<file path="config.mk">
export PLATFORM = sky130hd
export DESIGN_NAME = blwl_prog_ctrl
export DESIGN_NICKNAME = d
export VERILOG_FILES = /design/src/rtl/blwl_prog_ctrl.sv
export SDC_FILE = /design/constraint.sdc
export NUM_CORES = 1
export LEC_CHECK = 0
export BUFFER_PORTS_ARGS = -buffer_cell sky130_fd_sc_hd__buf_2
export CORE_MARGIN = 3
export CORE_UTILIZATION = 55
export CTS_BUF_LIST = sky130_fd_sc_hd__clkbuf_4 sky130_fd_sc_hd__clkbuf_8
export DETAILED_ROUTE_END_ITERATION = 6
export GPL_ROUTABILITY_DRIVEN = 0
export HOLD_SLACK_MARGIN = 0.06
export PLACE_DENSITY = 0.86
export SLEW_MARGIN = 25
export SYNTH_ARGS = -nofsm -noshare
export SYNTH_HDL_FRONTEND = slang
export SYNTH_SLANG_ARGS = --single-unit
export TNS_END_PERCENT = 50
</file>
<file path="constraint.sdc">
create_clock -name prog_clk -period 2.3 [get_ports prog_clk]
set_input_delay 0.345 -clock prog_clk [delete_from_list [all_inputs] [get_ports prog_clk]]
set_output_delay 0.345 -clock prog_clk [all_outputs]
set_load 0.05 [all_outputs]
</file>
<file path="src/rtl/blwl_prog_ctrl.sv">
// rtl/blwl_prog_ctrl.sv - BL/WL row programming controller for a configuration SRAM array
module blwl_prog_ctrl #(
  parameter int NUM_BL   = 8,
  parameter int NUM_WL   = 4,
  parameter int BL_SETUP = 1,
  parameter int WL_PULSE = 2,
  parameter int BL_HOLD  = 1
) (
  input  logic                                        prog_clk,
  input  logic                                        prog_rst_n,
  input  logic                                        start,
  input  logic [NUM_BL-1:0]                           din,
  input  logic                                        din_valid,
  output logic                                        din_ready,
  output logic [NUM_BL-1:0]                           bl,
  output logic [NUM_WL-1:0]                           wl,
  output logic [(NUM_WL > 1 ? $clog2(NUM_WL) : 1)-1:0] row_idx,
  output logic                                        busy,
  output logic                                        done
);

  localparam int RW    = (NUM_WL > 1) ? $clog2(NUM_WL) : 1;
  localparam int TMAX0 = (BL_SETUP > WL_PULSE) ? BL_SETUP : WL_PULSE;
  localparam int TMAX  = (TMAX0 > BL_HOLD) ? TMAX0 : BL_HOLD;
  // The timer only ever holds (phase length - 1).
  localparam int TW    = (TMAX > 1) ? $clog2(TMAX) : 1;

  typedef enum logic [2:0] {
    S_IDLE,
    S_WAIT_DATA,
    S_SETUP,
    S_PULSE,
    S_HOLD,
    S_DONE
  } state_t;

  state_t              state_q, state_d;
  logic [TW-1:0]       timer_q, timer_d;
  logic [RW-1:0]       row_q, row_d;
  logic [NUM_BL-1:0]   bl_q, bl_d;
  logic [NUM_WL-1:0]   wl_q, wl_d;

  // State, timer, row counter and the registered bus drive; reset drops the bus at once.
  always_ff @(posedge prog_clk or negedge prog_rst_n) begin
    if (!prog_rst_n) begin
      state_q <= S_IDLE;
      timer_q <= '0;
      row_q   <= '0;
      bl_q    <= '0;
      wl_q    <= '0;
    end else begin
      state_q <= state_d;
      timer_q <= timer_d;
      row_q   <= row_d;
      bl_q    <= bl_d;
      wl_q    <= wl_d;
    end
  end

  // Next-state sequencing; wl is derived from the next state so it is registered with it.
  always_comb begin
    state_d = state_q;
    timer_d = timer_q;
    row_d   = row_q;
    bl_d    = bl_q;
    wl_d    = '0;
    case (state_q)
      S_IDLE, S_DONE: begin
        if (start) begin
          state_d = S_WAIT_DATA;
          row_d   = '0;
          bl_d    = '0;
        end
      end
      S_WAIT_DATA: begin
        if (din_valid) begin
          bl_d    = din;
          timer_d = TW'(BL_SETUP - 1);
          state_d = S_SETUP;
        end
      end
      S_SETUP: begin
        if (timer_q == '0) begin
          timer_d = TW'(WL_PULSE - 1);
          state_d = S_PULSE;
        end else begin
          timer_d = timer_q - TW'(1);
        end
      end
      S_PULSE: begin
        if (timer_q == '0) begin
          timer_d = TW'(BL_HOLD - 1);
          state_d = S_HOLD;
        end else begin
          timer_d = timer_q - TW'(1);
        end
      end
      S_HOLD: begin
        if (timer_q == '0) begin
          if (row_q == RW'(NUM_WL - 1)) begin
            state_d = S_DONE;
          end else begin
            row_d   = row_q + RW'(1);
            state_d = S_WAIT_DATA;
          end
        end else begin
          timer_d = timer_q - TW'(1);
        end
      end
      default: state_d = S_IDLE;
    endcase
    if (state_d == S_PULSE) begin
      wl_d = NUM_WL'(1) << row_d;
    end
  end

  assign bl        = bl_q;
  assign wl        = wl_q;
  assign row_idx   = row_q;
  assign din_ready = (state_q == S_WAIT_DATA);
  assign busy      = (state_q == S_WAIT_DATA) || (state_q == S_SETUP) ||
                     (state_q == S_PULSE) || (state_q == S_HOLD);
  assign done      = (state_q == S_DONE);

endmodule
</file>
==> metrics.md <==
| Metric | Value |
|---|---|
| Period utilization | about 80% |
| Mapped Cells | 83 |
| Die H | 46.1 µm |
| Commonest non-fill, non-tap cell in the layout | buf_2 |
| VDD IR max | approximately 1000 µV |
| Post-DP Area | roughly 1000 µm² |
| #FFs+latches synth | 18 |
| CTS max path bufs | 2 |
| Tmin final | about 1800 ps |
| IO Pins | 29 |
| Maxcap violations | 0 |
| Synth Area in Simple Gates | 19.5% |
| CTS tree | yes |
| Register area share after synthesis | 51.0% |
| Fmax | between 500 and 600 MHz |
| CP required | between 1500 and 2000 ps |
| Multiplexer share of the synthesized area | 0% |
| First-pass GRT wire length | 2.90 mm |
| Die ar. | 2120 µm² |
| Compound-Gate Fraction of Synth Area | 23.7% |
| Worst hold slack | 281 ps |
| Worst Skew | 1.65 ps |
| Mapped Area | 883 µm² |
| Hpwl dp | 1.26 mm |
| RSZ-0062 raised after global routing | false |
| Inserted Diodes | 0 |
| Critical Path Source Type | flip-flop |
| # rows | 13 |
| Slew HR | between 60% and 70% |
| Total CTS buffers | 3 |
| Ys async rst share | 100% |
| Synth Area in Adders | 0% |
| Synthesis-to-finish area growth | 17.7% |
| Nets | 123 |
| Drt drc | 0 |
| DR vias/cell | 5.85 |
| Largest net degree at the start of global routing | 19 |
| Htree depth | 1 |
| Worst Path Arrival | 1500 ps |
| Initial Util | 63.1% |
| Worst min-delay path category | input port to flip-flop |
| Core area | 1400 µm² |
| Die width | between 40 and 50 µm |
| Main synth FF type | dfrtp_1 |
| Grt ovf | 0 |
| CP Max Fanout | 17 |
| Post-synth EDFFs | 0 |
| Final wirelength | 1.72 mm |
| Vias post-DR | 726 |
| Fin area | 1040 µm² |
| Setup TNS | 0 ps |
| Hold Vio Cnt, Final | 0 |
| Setup CP Type | flip-flop to output pin |
| Least-Margin Pin Slew | 511 ps |
| Combinational family with the most area after synthesis | compound AO/OA/AOI/OAI gates |
| Initial antenna violation count | 0 |
| Post-route ant nets | 0 |
| Total track usage | ~20% |
| Synthesized Nets | 95 |
| Final core occ | around three quarters |
| Avg Inst Size Synth | between 10 and 15 µm² |
| Crit. End Element | output pin |
| PostCTS Resize Cnt | 0 |
| Post-Synth XOR/XNOR Area | 0.992% |
| Clk pin slew, worst setup/hold paths | approximately 90 ps |
| Via count of the first global-routing pass | 647 |
| Outcome | finished, final reports clean |
| Clock root cell | clkbuf_4 |
| Max-slew violations | 0 |
| Clk sinks | 18 |
| Leakage | around 0.53 nW |
| Iteration-0 DRC count of the detailed router | 14 |
| Commonest non-fill, non-tap cells in the layout | buf_2, dfrtp_1, a22o_1, nor2_1, a21oi_1 |
| Clk_lat worst skew | 280 ps |
| Syn. warnings | 0 |
| Cell Pwr Density | between 1500 and 2000 nW/µm² |
| Total Power | 1.57 mW |
| Setup Viol. Count Final | 0 |
| Layout cells sized above 1 | between 30% and 40% |
| DRT Pass-1 Iters | 4 |
| I/O Buffers | 28 |
| Yosys cell types | 32 |
| WL/cell | 13.9 µm |
critical path: stages (launching register included):
cell,delay [ps]
dfrtp_1,650
inv_1,160
nor2_1,140
buf_2,270
stage by stage:
| step | setup slack, ps | std cells |
|---|---|---|
| floorplan | 458 | 83 |
| global placement | 747 | 120 |
| detailed placement | 709 | 120 |
| CTS | 437 | 124 |
| global route | 255 | 124 |
| finish | 454 | 124 |
cell usage after synthesis, types with 2 or more instances:
master / number / share of area (%)
a21o_1: 2 / 1.7
a21oi_1: 5 / 2.8
a22o_1: 8 / 7.9
buf_2: 4 / 2.3
dfrtp_1: 18 / 51
inv_1: 2 / 0.85
nand2_1: 3 / 1.3
nand2b_1: 3 / 2.1
nand3b_1: 3 / 2.5
nor2_1: 5 / 2.1
nor2b_1: 4 / 2.8
nor3_1: 4 / 2.3
o21ai_0: 3 / 1.7
final cells by class:
cell class	count	area (µm²)
Sequential cell	18	450
Multi-Input combinational cell	57	390
Fill cell	107	359
Timing Repair Buffer	29	150
Clock buffer	3	22.5
Tap cell	15	18.8
Inverter	2	7.51
layer usage:
metal / vias up / GRT usage [%] / part of all wire, %
met5: - / 0 / 0
met4: 0 / 10.2 / 2.2
met3: 5 / 5.08 / 5.7
met2: 19 / 27.7 / 44
met1: 344 / 27.0 / 48
li1: 358 / - / -
state kept, by name, summed over array words and instances (netlist names):
signal,cells
wl,4
row_idx,2
bl,8
timer_q,1
state_q,3
what timing repair did:
action | CTS | global route
hold buffers | 1 | 0
endpoints found under the hold margin | 18 | 0
setup buffers | 0 | 0
path summary, 6_finish.rpt:
path                            startpoint         end  slack (ps)  cells past startpoint
worst max-delay path            state_q[0]        done         450                      3
worst min-delay path                din[2]       bl[2]         280                      2
worst max register to register  state_q[0]       bl[3]         680                      3
worst min register to register       bl[6]       bl[6]         500                      1
max in group asynchronous       prog_rst_n  state_q[2]        1530                      2
min in group asynchronous       prog_rst_n       bl[4]         500                      2
cell families (layout without fill, tap and decap cells):
kind of cell / Yosys count / in the layout
AO/OA/AOI/OAI: 28 / 28
flip-flops: 18 / 18
XOR/XNOR: 1 / 1
AND/OR/NAND/NOR: 28 / 28
buffers and inverters: 8 / 34
report_power, final:
part,internal [mW],switching (mW)
Clock,0.0609,0.0876
Sequential,0.416,0.146
Combinational,0.271,0.585
No activity file was read; power rests on OpenSTA's default activity.
